`src/rtl/sysid_check_ctrl.sv`:
```
// Reads sysid word 0 (ID) and word 1 (build timestamp) over Avalon-MM and
// compares them against the build-time values, reporting match/mismatch/timeout.
module sysid_check_ctrl #(
  parameter logic [31:0] EXPECTED_ID    = 32'd0,
  parameter logic [31:0] EXPECTED_TS    = 32'd1586355820,
  parameter logic [15:0] TIMEOUT_CYCLES = 16'd255,
  parameter bit          AUTO_START     = 1'b1
) (
  input  logic        clock,
  input  logic        reset,
  input  logic        start,
  output logic        avm_address,
  output logic        avm_read,
  input  logic [31:0] avm_readdata,
  input  logic        avm_waitrequest,
  output logic [31:0] sys_id,
  output logic [31:0] sys_timestamp,
  output logic        busy,
  output logic        done,
  output logic        id_match,
  output logic        ts_match,
  output logic        timeout
);

  // state  | meaning
  // IDLE   | no read in flight; waits for start or the autostart flag
  // RD_ID  | reading word 0 (ID)
  // RD_TS  | reading word 1 (build timestamp)
  // CMP    | both words captured; register the comparison results
  typedef enum logic [1:0] {IDLE, RD_ID, RD_TS, CMP} state_t;

  state_t      r_state;
  logic [15:0] r_wait_cnt;
  logic        r_autostart;
  logic        r_avm_address;
  logic        r_avm_read;
  logic [31:0] r_sys_id;
  logic [31:0] r_sys_timestamp;
  logic        r_busy;
  logic        r_done;
  logic        r_id_match;
  logic        r_ts_match;
  logic        r_timeout;

  logic        w_expire;

  // Fires on the TIMEOUT_CYCLES-th consecutive stall of one read.
  assign w_expire = (TIMEOUT_CYCLES != 16'd0) &&
                    (r_wait_cnt == (TIMEOUT_CYCLES - 16'd1));

  always_ff @(posedge clock or posedge reset) begin
    if (reset) begin
      r_state         <= IDLE;
      r_wait_cnt      <= 16'd0;
      r_autostart     <= AUTO_START;
      r_avm_address   <= 1'b0;
      r_avm_read      <= 1'b0;
      r_sys_id        <= 32'd0;
      r_sys_timestamp <= 32'd0;
      r_busy          <= 1'b0;
      r_done          <= 1'b0;
      r_id_match      <= 1'b0;
      r_ts_match      <= 1'b0;
      r_timeout       <= 1'b0;
    end else begin
      case (r_state)
        IDLE: begin
          if (start || r_autostart) begin
            r_autostart   <= 1'b0;
            r_done        <= 1'b0;
            r_id_match    <= 1'b0;
            r_ts_match    <= 1'b0;
            r_timeout     <= 1'b0;
            r_wait_cnt    <= 16'd0;
            r_avm_address <= 1'b0;
            r_avm_read    <= 1'b1;
            r_busy        <= 1'b1;
            r_state       <= RD_ID;
          end
        end
        RD_ID, RD_TS: begin
          if (!avm_waitrequest) begin
            r_wait_cnt <= 16'd0;
            if (r_state == RD_ID) begin
              r_sys_id      <= avm_readdata;
              r_avm_address <= 1'b1;
              r_state       <= RD_TS;
            end else begin
              r_sys_timestamp <= avm_readdata;
              r_avm_read      <= 1'b0;
              r_state         <= CMP;
            end
          end else if (w_expire) begin
            // Abandon the check; the word that never arrived keeps its old value.
            r_timeout  <= 1'b1;
            r_done     <= 1'b1;
            r_id_match <= 1'b0;
            r_ts_match <= 1'b0;
            r_avm_read <= 1'b0;
            r_busy     <= 1'b0;
            r_state    <= IDLE;
          end else if (r_wait_cnt != 16'hFFFF) begin
            r_wait_cnt <= r_wait_cnt + 16'd1;
          end
        end
        CMP: begin
          r_id_match <= (r_sys_id == EXPECTED_ID);
          r_ts_match <= (r_sys_timestamp == EXPECTED_TS);
          r_done     <= 1'b1;
          r_busy     <= 1'b0;
          r_state    <= IDLE;
        end
        default: r_state <= IDLE;
      endcase
    end
  end

  assign avm_address   = r_avm_address;
  assign avm_read      = r_avm_read;
  assign sys_id        = r_sys_id;
  assign sys_timestamp = r_sys_timestamp;
  assign busy          = r_busy;
  assign done          = r_done;
  assign id_match      = r_id_match;
  assign ts_match      = r_ts_match;
  assign timeout       = r_timeout;

endmodule

```
`config.mk`:
```
export PLATFORM = sky130hd
export DESIGN_NAME = sysid_check_ctrl
export DESIGN_NICKNAME = d
export VERILOG_FILES = /design/src/rtl/sysid_check_ctrl.sv
export SDC_FILE = /design/constraint.sdc
export NUM_CORES = 1
export LEC_CHECK = 0
export ABC_AREA = 1
export CAP_MARGIN = 40
export CORE_MARGIN = 1.5
export CORE_UTILIZATION = 45
export CTS_CLUSTER_DIAMETER = 120
export DETAILED_ROUTE_END_ITERATION = 8
export GPL_TIMING_DRIVEN = 0
export PLACE_DENSITY = 0.73
export REMOVE_ABC_BUFFERS = 1
export SYNTH_ARGS = -nofsm -noshare
export SYNTH_HDL_FRONTEND = slang
export SYNTH_SLANG_ARGS = --single-unit
```
`constraint.sdc`:
```
create_clock -name clock -period 3 [get_ports clock]
set_input_delay 0.75 -clock clock [delete_from_list [all_inputs] [get_ports clock]]
set_output_delay 0.75 -clock clock [all_outputs]
set_load 0.02 [all_outputs]
```
==> results by stage <==
Floorplanning:
- The initial utilization of the core area, before any placement, comes to 47.1%.
- Row generation in the floorplan step produced 35 rows.
- The core region is 9330 um2.
- The die is 102 um wide.
- The height of the chip is 102 um.
- The die covers 10400 um2.
- 107 I/O pins were placed.

Synth:
- Synthesis produced a netlist whose cell count is 565.
- The synthesized design spends more area on one cell type than any other, namely sky130_fd_sc_hd__dfrtp_1.
- The primary flip-flop cell chosen by synthesis mapping is sky130_fd_sc_hd__dfrtp_1.
- The number of register bits inferred by synthesis is 90.
- In the post-synthesis netlist, the biggest area contributors are sky130_fd_sc_hd__dfrtp_1 (51%), sky130_fd_sc_hd__nand2_1 (16%), sky130_fd_sc_hd__o21ai_0 (7.9%).
- The total standard cell area after synthesis is 4390 um2.
- Of the synthesized area, sequential elements account for 51.3%.
- After synthesis, the most frequently instantiated cells are sky130_fd_sc_hd__nand2_1 (185), sky130_fd_sc_hd__dfrtp_1 (89), sky130_fd_sc_hd__o21ai_0 (69), sky130_fd_sc_hd__inv_1 (67), sky130_fd_sc_hd__nor2_1 (65).
- The async set or reset register ratio after synthesis is 100%.
- The count of flip-flops with a built-in enable after synthesis is 0.
- Among all cell types in the netlist, the one instantiated most often is sky130_fd_sc_hd__nand2_1.
- Of the post-synthesis cell area, the dominant cell type holds 50.7%.
- Synthesis instantiated 30 different standard cells from the library.
- Dividing the synthesized area by the synthesized cell count gives slightly below 8 um2.
- The Yosys step of the flow raised 0 warnings.

Place:
- Routability-driven placement finished with a final weighted congestion of just under 0.9.
- The placed instances occupy a cell area of 5600 um2.
- The total half-perimeter wirelength after legalization and detailed placement is ~8000 um.
- The instance count after placement with tap cells included is 784.
- The post-placement worst setup slack is 0.180 ns.
- Input and output buffers added on the ports amount to between 100 and 150.

STA:
- Headroom to the max-slew limit came out at 50.4%.
- Setup repair after global routing left no endpoint under its margin.
- Between clock sinks in the finished design, the worst skew comes to 0.0111 ns.
- Based on the critical path, the design can be clocked at up to 404 MHz.
- For the pin with the worst max-slew slack, the measured transition is 0.741 ns.
- The hold violation count in the final report came to 0.
- The final max-slew violation count is 0.
- Adding up every negative setup slack in the final design gives 0 ns.
- For the finished layout, the period the worst path requires is 2.48 ns.
- Setup violations remaining at the end of the flow were counted as 0.
- Setup slack on the critical path of the routed design comes to 0.522 ns.
- Of the available clock period, the critical path in the final layout requires 82.6%.

Routing:
- The wire length per cell after detailed routing is between 10 and 15 um.
- For this run, design rule violations remaining after detail routing come to 0.
- The count of nets left with antenna violations once routing finished came out at 0.
- The starting DRC count in detailed routing is roughly 230.
- The routed layout has 3950 vias.
- After detailed routing, the number of vias per cell comes to 4.94.
- The first-pass iteration count of the detailed router is 5.
- Wires add up to 11000 um.

Layout:
- Once layout is complete, the utilization of the core stands at between 60% and 70%.
- The number of antenna diodes is 0.
- The area growth from synthesis to layout is 32.8%.
- After routing the design area is 5830 um2.
- The final layout contains 709 nets.
- The count of placed standard cells in the final layout, fillers left out is 800.
- The share of final-layout standard cells stronger than drive strength 1 is 5.51%.

Clock network:
- The clock latency reported for the late side of the worst-skew pair is approximately 0.35 ns.
- The number of buffers on the longest clock path is 2.
- The sink count of the clock tree is 90.
- The number of hold buffers added after CTS was 0.
- The tree is rooted in a sky130_fd_sc_hd__clkbuf_8.
- Clock-pin slew was measured on the worst setup and hold paths at roughly 0.090 ns.
- The clock tree from TritonCTS is built.
- The clock buffer count from CTS is 9.
- The H-tree depth is 3.
- The number of gates resized after cts is 0.
- The buffer count from post-CTS setup fixing is 0.

Global routing:
- The global routing usage summed across all routing layers is between 20% and 30%.
- The first global-routing pass estimated 18400 um of wire.
- The initial antenna violation count is 0.
- The number of global-route vias before repair is just under 4000.
- After global routing the overflow that remains totals 0.
- Entering global routing, the biggest net connects 59 pins.

Power:
- The reported net switching power is between 0.002 and 0.0025 W.
- Summed over all cells, the static leakage comes to around 2.8 nW.
- The areal power density over the cells is 1010 nW/um2.
- The worst-case vdd ir drop is 0.560 mV.
- The switching power share of the total is 42.5%.
- The cell-internal power is roughly 0.0034 W.
- The clock network fraction of design power is between 10% and 20%.
- The fraction of power consumed by combinational cells is 48.4%.
- Of the total power, registers draw 35.5%.

Worst setup path:
- On the critical path, the stage with the largest delay is an instance of sky130_fd_sc_hd__nor2_1.
- The kind of start point of the critical path is an input port.
- The startpoint identified for the worst register-to-register timing path is r_state[0].
- For the worst setup path, the data required time is 3.29 ns.
- The most common cell type on the critical path is sky130_fd_sc_hd__nand2_1.
- The arrival time at the worst endpoint is approximately 2.8 ns.
- The critical path goes through clkdlybuf4s50_1 -> nand2_2 -> inv_2 -> nand3_4 -> nand2_1 -> nor2_1 -> nand2_1 -> nand2_1.
- Of all nets on the critical path, the largest fanout is 16.
- The worst setup path is of the input port to flop kind.
- The setup slack of the worst register-to-register path is 0.56 ns.
- The capture instance of the worst register-to-register path is r_wait_cnt[13].
- The capturing element type of the critical path is a flop.
- The largest single stage delay on the critical path is 0.57 ns.
- Counting cells, the worst reg-to-reg path comes to 9.

Job:
- The tool flagged a number of max-cap violations equal to 0.

Hold path:
- The worst hold path stage count is 2.
- The source of the worst hold timing path is r_autostart.
- For hold timing, the worst endpoint is r_autostart.
- The worst hold-check path type is flop to flop.

Outcome:
- The run finished with clean final reports.
worst max path at each step:
| stage | start | to | cells after the start |
|---|---|---|---|
| after global placement | reset | sys_id[7] | 2 |
| after detailed placement | avm_waitrequest | r_wait_cnt[8] | 8 |
| after global routing | avm_waitrequest | r_wait_cnt[13] | 8 |
| after CTS | avm_waitrequest | r_wait_cnt[13] | 8 |
| after floorplan | reset | avm_address | 1 |
| final | avm_waitrequest | r_wait_cnt[13] | 8 |
stage by stage:
stage / total power (W) / hold slack, ns
global placement: 0.00484 / 0.434
detailed placement: 0.00496 / 0.433
CTS: 0.00592 / 0.449
global route: 0.00628 / 0.477
finish: 0.00587 / 0.449
floorplan: 0.00356 / 0.426
power groups by stage:
stage | logic, W | registers (W) | clock network, W
finish | 0.00285 | 0.00208 | 0.000946
floorplan | 0.00101 | 0.00255 | 0
global route | 0.00312 | 0.00214 | 0.00102
CTS | 0.00288 | 0.00208 | 0.000957
global placement | 0.00276 | 0.00208 | 0
detailed placement | 0.00287 | 0.00209 | 0
kinds of logic (layout without fill, tap and decap cells):
group / count (synthesis) / count (layout) / share of synthesized area (%)
simple gates: 304 / 304 / 29.5
flops: 90 / 90 / 51.3
buf+inv: 90 / 196 / 8.24
compound gates: 72 / 72 / 8.52
fa+ha+maj: 7 / 7 / 2.00
xor+xnor: 2 / 2 / 0.399
routing by layer:
layer | global-route usage [%] | wire [um]
met1 | 30.0 | 4760
met2 | 35.9 | 5270
met3 | 8.14 | 883
met4 | 5.02 | 113
met5 | 0 | 0
flip-flops by register name (all words and copies together) (netlist names), 2 cells and up:
register and flops:
sys_id 32, sys_timestamp 32, r_wait_cnt 16, r_state 2
layout by cell type, fill, tap and decap left out:
cell type and instances:
sky130_fd_sc_hd__ha_1 7, sky130_fd_sc_hd__xor2_1 2, sky130_fd_sc_hd__clkinvlp_4 2, sky130_fd_sc_hd__nand2_1 183, sky130_fd_sc_hd__inv_8 1, sky130_fd_sc_hd__bufinv_16 2
sky130_fd_sc_hd__nand2_2 4, sky130_fd_sc_hd__clkdlybuf4s50_1 106, sky130_fd_sc_hd__o21bai_1 1, sky130_fd_sc_hd__dfrtp_1 89, sky130_fd_sc_hd__dfstp_2 1, sky130_fd_sc_hd__nor2_1 65
sky130_fd_sc_hd__nand3_1 20, sky130_fd_sc_hd__a21oi_4 1, sky130_fd_sc_hd__buf_16 2, sky130_fd_sc_hd__nand2_4 1, sky130_fd_sc_hd__nor3b_1 2, sky130_fd_sc_hd__a21oi_1 1
sky130_fd_sc_hd__clkbuf_8 10, sky130_fd_sc_hd__nor3_2 1, sky130_fd_sc_hd__o21ai_0 69, sky130_fd_sc_hd__inv_4 1, sky130_fd_sc_hd__nand3_4 2, sky130_fd_sc_hd__nand3b_1 1
sky130_fd_sc_hd__inv_1 66, sky130_fd_sc_hd__nor2_2 1, sky130_fd_sc_hd__nor3_1 7, sky130_fd_sc_hd__buf_12 1, sky130_fd_sc_hd__inv_2 3, sky130_fd_sc_hd__nand4_1 13
sky130_fd_sc_hd__clkinv_1 1, sky130_fd_sc_hd__clkbuf_1 1, sky130_fd_sc_hd__nand3_2 2, sky130_fd_sc_hd__nor2_4 2
worst max-delay path: cells and delay by family:
family                 cells  cell delay (ns)
AND/OR/NAND/NOR            6             1.36
buffers and inverters      2             0.63
layout make-up:
class / instances / area, um2
multi-input combinational: 385 / 1780
sequential: 90 / 2250
tap: 129 / 161
clock buffer: 11 / 141
inverter: 71 / 269
clock inverter: 5 / 86.3
fill: 830 / 3500
timing repair buffer: 109 / 1140
Note: power is estimated with default switching activity, not from simulation.
